===== config.mk =====
export PLATFORM = sky130hd
export DESIGN_NAME = sdft_seq
export DESIGN_NICKNAME = d
export VERILOG_FILES = /design/src/rtl/sdft_pkg.sv /design/src/rtl/sdft_twiddle_rom.sv /design/src/rtl/sdft_seq.sv
export SDC_FILE = /design/constraint.sdc
export NUM_CORES = 2
export LEC_CHECK = 0
export BUFFER_PORTS_ARGS = -buffer_cell sky130_fd_sc_hd__buf_2
export CAP_MARGIN = 30
export CELL_PAD_IN_SITES_DETAIL_PLACEMENT = 1
export CELL_PAD_IN_SITES_GLOBAL_PLACEMENT = 1
export CORE_UTILIZATION = 56
export DETAILED_ROUTE_END_ITERATION = 10
export PLACE_DENSITY = 0.9
export SKIP_CTS_REPAIR_TIMING = 1
export SLEW_MARGIN = 20
export SYNTH_ARGS = -nofsm -noshare
export SYNTH_HDL_FRONTEND = slang
export SYNTH_SLANG_ARGS = --single-unit

===== constraint.sdc =====
create_clock -name clk -period 25.9 [get_ports clk]
set_input_delay 5.18 -clock clk [delete_from_list [all_inputs] [get_ports clk]]
set_output_delay 5.18 -clock clk [all_outputs]
set_load 0.02 [all_outputs]

===== src/rtl/sdft_pkg.sv =====
// Shared types and elaboration helpers for the sliding DFT sequencer.
package sdft_pkg;

    typedef enum logic {
        IDLE  = 1'b0,
        SWEEP = 1'b1
    } sdft_state_t;

    // Bits needed to index n entries (n a power of two, n >= 2).
    function automatic int idx_width(input int n);
        int w;
        w = 0;
        while ((1 << w) < n) begin
            w = w + 1;
        end
        return w;
    endfunction

endpackage


===== src/rtl/sdft_twiddle_rom.sv =====
// Twiddle table W^k = cos(2*pi*k/N) + j*sin(2*pi*k/N), unity = 2^(twiddle_width-2).
// Entries are computed at elaboration with integer fixed-point Taylor series
// folded into the first quadrant, so the quarter points come out exact.
module sdft_twiddle_rom
    import sdft_pkg::*;
#(
    parameter int freq_bins     = 16,
    parameter int twiddle_width = 8
) (
    input  logic [idx_width(freq_bins)-1:0] k,
    output logic [twiddle_width-1:0]        cos_q,
    output logic [twiddle_width-1:0]        sin_q
);

    localparam longint ONE_Q30    = 64'sd1 << 30;
    localparam longint TWO_PI_Q30 = 64'sd6746518852;

    // Rounded, clipped cos(2*pi*idx/N) scaled to unity; sin uses idx + 3N/4.
    function automatic int twiddle_cos(input int idx);
        longint unity, limit, x, x2, term, acc, mag;
        int     m, q, j;
        bit     neg;
        unity = 64'sd1 << (twiddle_width - 2);
        limit = (64'sd1 << (twiddle_width - 1)) - 1;
        q     = freq_bins / 4;
        m     = idx % freq_bins;
        if (m < q) begin
            j = m;             neg = 1'b0;
        end else if (m < 2 * q) begin
            j = 2 * q - m;     neg = 1'b1;
        end else if (m < 3 * q) begin
            j = m - 2 * q;     neg = 1'b1;
        end else begin
            j = freq_bins - m; neg = 1'b0;
        end
        if (j == 0) begin
            mag = unity;
        end else if (j == q) begin
            mag = 0;
        end else begin
            x    = (longint'(j) * TWO_PI_Q30) / longint'(freq_bins);
            x2   = (x * x) >>> 30;
            term = ONE_Q30;
            acc  = ONE_Q30;
            for (int n = 1; n <= 7; n++) begin
                term = -((term * x2) >>> 30) / longint'((2 * n - 1) * (2 * n));
                acc  = acc + term;
            end
            mag = (acc * unity + (64'sd1 << 29)) >>> 30;
        end
        if (mag > limit) begin
            mag = limit;
        end
        return neg ? -int'(mag) : int'(mag);
    endfunction

    logic [twiddle_width-1:0] cos_tab [freq_bins];
    logic [twiddle_width-1:0] sin_tab [freq_bins];

    for (genvar i = 0; i < freq_bins; i++) begin : g_entry
        localparam int COS_V = twiddle_cos(i);
        localparam int SIN_V = twiddle_cos(i + 3 * freq_bins / 4);
        assign cos_tab[i] = COS_V[twiddle_width-1:0];
        assign sin_tab[i] = SIN_V[twiddle_width-1:0];
    end

    assign cos_q = cos_tab[k];
    assign sin_q = sin_tab[k];

endmodule


===== src/rtl/sdft_seq.sv =====
// Time-multiplexed sliding DFT: one accepted sample launches a sweep that
// rotates every bin through a single shared complex multiplier, one bin per clock.
//
//   state | meaning
//   IDLE  | ready for a sample; capture it, form delta, advance delay line
//   SWEEP | update bin k this cycle, k = 0 .. N-1, then pulse done
module sdft_seq
    import sdft_pkg::*;
#(
    parameter int data_width    = 8,
    parameter int freq_bins     = 16,
    parameter int twiddle_width = 8,
    parameter int bin_width     = 16
) (
    input  logic                            clk,
    input  logic                            reset,
    input  logic [data_width-1:0]           sample,
    input  logic                            sample_valid,
    output logic                            sample_ready,
    output logic                            done,
    output logic                            overrun,
    input  logic [idx_width(freq_bins)-1:0] rd_bin,
    output logic [bin_width-1:0]            rd_real,
    output logic [bin_width-1:0]            rd_imag
);

    localparam int KW = idx_width(freq_bins);
    localparam int DW = data_width + 1;
    localparam int AW = ((bin_width > DW) ? bin_width : DW) + 1;
    localparam int PW = AW + twiddle_width;
    localparam int SH = twiddle_width - 2;
    localparam logic [KW-1:0] K_LAST = KW'(freq_bins - 1);
    localparam logic signed [PW:0] BIN_MAX =
        {{(PW - bin_width + 2){1'b0}}, {(bin_width - 1){1'b1}}};
    localparam logic signed [PW:0] BIN_MIN =
        {{(PW - bin_width + 2){1'b1}}, {(bin_width - 1){1'b0}}};

    sdft_state_t                                state;
    logic [KW-1:0]                              wp;
    logic [KW-1:0]                              k;
    logic signed [DW-1:0]                       delta;
    logic [freq_bins-1:0][data_width-1:0]       delay_mem;
    logic [freq_bins-1:0][bin_width-1:0]        bin_re;
    logic [freq_bins-1:0][bin_width-1:0]        bin_im;

    logic signed [twiddle_width-1:0] cos_q;
    logic signed [twiddle_width-1:0] sin_q;
    logic signed [AW-1:0]            a_val;
    logic signed [AW-1:0]            b_val;
    logic signed [PW-1:0]            p_ac;
    logic signed [PW-1:0]            p_bs;
    logic signed [PW-1:0]            p_as;
    logic signed [PW-1:0]            p_bc;
    logic signed [PW:0]              re_full;
    logic signed [PW:0]              im_full;
    logic signed [PW:0]              re_shift;
    logic signed [PW:0]              im_shift;
    logic signed [bin_width-1:0]     re_next;
    logic signed [bin_width-1:0]     im_next;

    function automatic logic [bin_width-1:0] saturate(input logic signed [PW:0] v);
        logic [bin_width-1:0] r;
        if (v > BIN_MAX) begin
            r = {1'b0, {(bin_width - 1){1'b1}}};
        end else if (v < BIN_MIN) begin
            r = {1'b1, {(bin_width - 1){1'b0}}};
        end else begin
            r = v[bin_width-1:0];
        end
        return r;
    endfunction

    sdft_twiddle_rom #(
        .freq_bins     (freq_bins),
        .twiddle_width (twiddle_width)
    ) u_rom (
        .k     (k),
        .cos_q (cos_q),
        .sin_q (sin_q)
    );

    assign sample_ready = (state == IDLE);

    // Complex rotate of (X_k + delta) by W^k at full precision, floor shift, saturate.
    always_comb begin
        a_val    = AW'($signed(bin_re[k])) + AW'(delta);
        b_val    = AW'($signed(bin_im[k]));
        p_ac     = PW'(a_val) * PW'(cos_q);
        p_bs     = PW'(b_val) * PW'(sin_q);
        p_as     = PW'(a_val) * PW'(sin_q);
        p_bc     = PW'(b_val) * PW'(cos_q);
        re_full  = (PW + 1)'(p_ac) - (PW + 1)'(p_bs);
        im_full  = (PW + 1)'(p_as) + (PW + 1)'(p_bc);
        re_shift = re_full >>> SH;
        im_shift = im_full >>> SH;
        re_next  = saturate(re_shift);
        im_next  = saturate(im_shift);
    end

    // Sequencer, delay line, bin storage and registered read port.
    always_ff @(posedge clk) begin
        if (reset) begin
            state     <= IDLE;
            wp        <= '0;
            k         <= '0;
            delta     <= '0;
            delay_mem <= '0;
            bin_re    <= '0;
            bin_im    <= '0;
            done      <= 1'b0;
            overrun   <= 1'b0;
            rd_real   <= '0;
            rd_imag   <= '0;
        end else begin
            // Reads see the array before this edge's bin write.
            rd_real <= bin_re[rd_bin];
            rd_imag <= bin_im[rd_bin];
            done    <= 1'b0;
            case (state)
                IDLE: begin
                    if (sample_valid) begin
                        delta         <= {sample[data_width-1], sample}
                                       - {delay_mem[wp][data_width-1], delay_mem[wp]};
                        delay_mem[wp] <= sample;
                        wp            <= wp + 1'b1;
                        k             <= '0;
                        state         <= SWEEP;
                    end
                end
                SWEEP: begin
                    if (sample_valid) begin
                        overrun <= 1'b1;
                    end
                    bin_re[k] <= re_next;
                    bin_im[k] <= im_next;
                    k         <= k + 1'b1;
                    if (k == K_LAST) begin
                        state <= IDLE;
                        done  <= 1'b1;
                    end
                end
                default: state <= IDLE;
            endcase
        end
    end

endmodule


==> impl.org <==
** GRT
- In the global route stage, overall resource usage came out at 0.463.
- Entering global routing, the biggest net connects 105 pins.
- Global-route wire length before repair :: about 330000 um
- The total overflow left after global routing is 0.
- Via count of the first global-routing pass :: 53100
- The number of antenna violations at the first check in global routing was 16.

** Clock network
- Clock-pin slew of the registers on the worst-case setup and hold paths :: 0.08 ns
- Maximum clock insertion buffer count :: 3
- Number of sinks handled by clock tree synthesis :: 692
- Clock latency at the later pin of the worst-skew pair :: 0.69 ns
- Clock Tree Root :: clkbuf_16
- CTS tree :: yes
- H-tree depth reported by CTS :: 3
- Cts bufs inserted :: a little over 70

** Synthesis
- Yosys attributes the largest share of cell area to dfxtp_1, fa_1, mux4_2.
- Of the total synthesized cell area, the portion taken by XOR and XNOR cells is 0.0148.
- Synth Area in Compound Gates :: 0.124
- For this run, the register share of the synthesized area comes to 0.263.
- Post-Synth Adder-Cell Area :: 0.242
- The synthesized design contains between 600 and 700 register bits.
- Cell type contributing the most total cell area after synthesis :: dfxtp_1
- Post-Syn Instances :: 5520
- The cell area that synthesis handed to floorplanning was approximately 53000 um^2.
- Number of library cell types mapped by synthesis :: 65
- In the synthesized netlist the async set-or-reset flop fraction comes to 0.
- Yosys warnings :: 0
- Average footprint of a synthesized cell :: approximately 9.6 um^2
- Of the total synthesized cell area, the portion taken by AND, OR, NAND and NOR gates is 0.116.
- Syn Nets :: 6240
- Top FF cell, synth :: dfxtp_1
- Number of flops mapped to enable cells by yosys :: 0
- After synthesis, the share of cell area in mux cells is 0.162.
- The share of synthesized area in the top cell type comes to 0.263.
- Largest family of logic cells by synthesized area :: adder cells

** Layout
- The area growth from synthesis to layout is 8.32%.
- Measured on the finished design, the core utilization comes to 0.612.
- Number of nets in the layout :: about 6100
- Final cell area excluding filler cells :: 57200 um^2
- Of the cells placed in the final design, the portion with a size suffix greater than 1 is 0.127.
- Number of inserted filler cells in the final layout :: 10100

** Floorplan
- Number of placement rows :: 112
- The floorplan step set the die height to 309 um.
- Initial core utilization :: 0.565
- Core area :: 93300 um^2
- Area enclosed by the die boundary :: between 90000 and 100000 um^2
- Top-Level Pins :: 50
- Die Width :: between 300 and 400 um

** Worst setup path
- Along the worst path, the maximum fanout reaches 45.
- The critical path is of the reg -> reg type.
- Among all stages on the critical path, the largest delay is contributed by buf_4.
- Combined buffer and inverter count along the critical path :: 8
- Nature of the critical path startpoint :: register
- Register-to-register setup slack :: around 11 ns
- Counting stages on the worst path, the most repeated cell is fa_1.
- Critical Path RT :: between 20 and 30 ns
- Data on the critical path arrives at its endpoint at 15.16 ns.
- Grouping stages by cell kind, the critical path spends the most delay in compound AO/OA/AOI/OAI gates.
- STA classifies the critical path endpoint as a register.
- In this design, the stage delay of the slowest critical-path cell is 0.85 ns.

** Drt
- Number of violations reported at the end of detailed-routing iteration 0 :: 7513
- DR DRC count :: 0
- Final ANT Viol Nets :: 0
- The pre-antenna-repair detailed-routing pass consisted of 10 iterations.
- Total number of vias :: approximately 49000
- Using the TritonRoute via totals, the vias-per-cell ratio works out to slightly above 7.
- Post-detailed-route wirelength per cell :: 34.4 um
- Total detailed-routing wirelength :: 232000 um

** Run status
- Result of the run :: finished, final reports clean

** STA
- Max-slew headroom at the worst pin :: 0.139
- Accumulated negative setup slack :: 0 ns
- Shortest period the worst path allows :: 14.65 ns
- Static timing analysis puts the maximum clock frequency at just under 0.07 GHz.
- Number of hold violations in the final report :: 0
- The final count of pins violating max slew is 0.
- Clk_skew :: approximately 0.036 ns
- Slew of the pin with the lowest slew margin :: ~1.3 ns
- Dividing the final minimum period by the clock period gives 0.566.
- Setup repair after global routing left no endpoint under its margin.
- Across all hold checks on the routed design, the worst slack comes to 0.465 ns.
- Setup violations remaining at the end of the flow were counted as 0.

** Worst hold path
- The worst hold path belongs to the class reg -> reg.

** Run
- Max cap viols :: 0

** Placed design
- Post-detailed-placement half-perimeter wirelength :: 134000 um
- Gpl congestion :: 0.941
- In this run the tool buffered the top-level ports with 49 buffer cells.
- The placed instances occupy a cell area of 54400 um^2.
## final timing paths
| path | start | end | cells after the start |
|---|---|---|---|
| setup / recovery | k[1]$_SDFFE_PP0P_ | bin_re[33]$_SDFFE_PP0P_ | 43 |
| hold / removal | bin_re[248]$_SDFFE_PP0P_ | bin_re[248]$_SDFFE_PP0P_ | 2 |
| setup reg to reg | k[1]$_SDFFE_PP0P_ | bin_re[33]$_SDFFE_PP0P_ | 43 |
| hold reg to reg | bin_re[248]$_SDFFE_PP0P_ | bin_re[248]$_SDFFE_PP0P_ | 2 |
## cells by family (layout without fill, tap and decap cells)
group,Yosys count,after routing
AOI/OAI and AO/OA,931,931
xor gates and xnor gates,89,89
adders and majority gates,705,705
buffers and inverters,1096,1045
DFF,692,692
muxes,524,524
other,0,10
and+or+nand+nor,1483,1483
## final cells by class
type,instances,area [um^2],share of cell area
diodes,10,25.0,0.000438
clock buffers,106,2100,0.0368
clock inverters,23,254,0.00444
inverters,688,2580,0.0452
multi-input cells,3732,35000,0.612
flip-flops and latches,692,13900,0.243
well taps,1254,1570,0.0274
repair buffers,228,1760,0.0308
## metal layers
layer | GRT usage | routed length [um]
met5 | 0 | 89
met4 | 0.401 | 26000
met3 | 0.155 | 31100
met2 | 0.724 | 102000
met1 | 0.506 | 72400
## cells in the final DEF (no fill, tap or decap), drive strengths merged, types with 9 or more instances in the layout
cell	n
a21o	49
xnor2	57
a31oi	9
clkinv	12
a311oi	16
clkbuf	111
diode	10
mux4	264
ha	180
o21a	11
mux2i	257
nor2	936
xor2	32
o21ai	103
a21oi	148
a22oi	15
inv	693
o221ai	58
nor2b	40
and2	34
nor3	89
dfxtp	692
buf	223
a211oi	444
nand4	10
nand2	285
nand2b	28
fa	525
nand3	36
o22ai	30
## Yosys cell counts, types with 14 or more instances
library cell    n
nand2_1       285
nand3_1        36
a21oi_1       147
o221ai_1       57
xor2_1         32
a22oi_1        15
fa_1          525
buf_2          31
nor2_1        926
o21ai_1        19
a211oi_1      430
inv_1         688
clkbuf_1      337
a211oi_2       14
nor2b_1        40
buf_1          38
a21o_1         49
nand2b_1       28
dfxtp_1       692
ha_1          180
mux4_2        264
o21ai_0        84
xnor2_1        57
nor3_1         89
mux2i_1       257
and2_1         34
o22ai_1        30
a311oi_1       15
## per-stage QoR
stage,std cells,setup slack [ns]
finish,6733,11.25
global route,6724,10.90
CTS,6695,11.76
detailed placement,6566,12.24
global placement,6545,12.59
floorplan,5520,13.67
## tightest hold or removal path: stages (launching register included)
cell and delay (ns):
dfxtp_1 0.32, nand2_1 0.05, o21ai_1 0.05
## flip-flops by register name, indices dropped and copies added (netlist names)
name	flops
bin_im	256
bin_re	256
delay_mem	128
delta	9
done	1
k	4
overrun	1
rd_imag	16
rd_real	16
state	1
wp	4
Power is left out: the tool's default activity adds up to more than one toggle a clock period on the data nets, which glitch-free logic cannot reach.
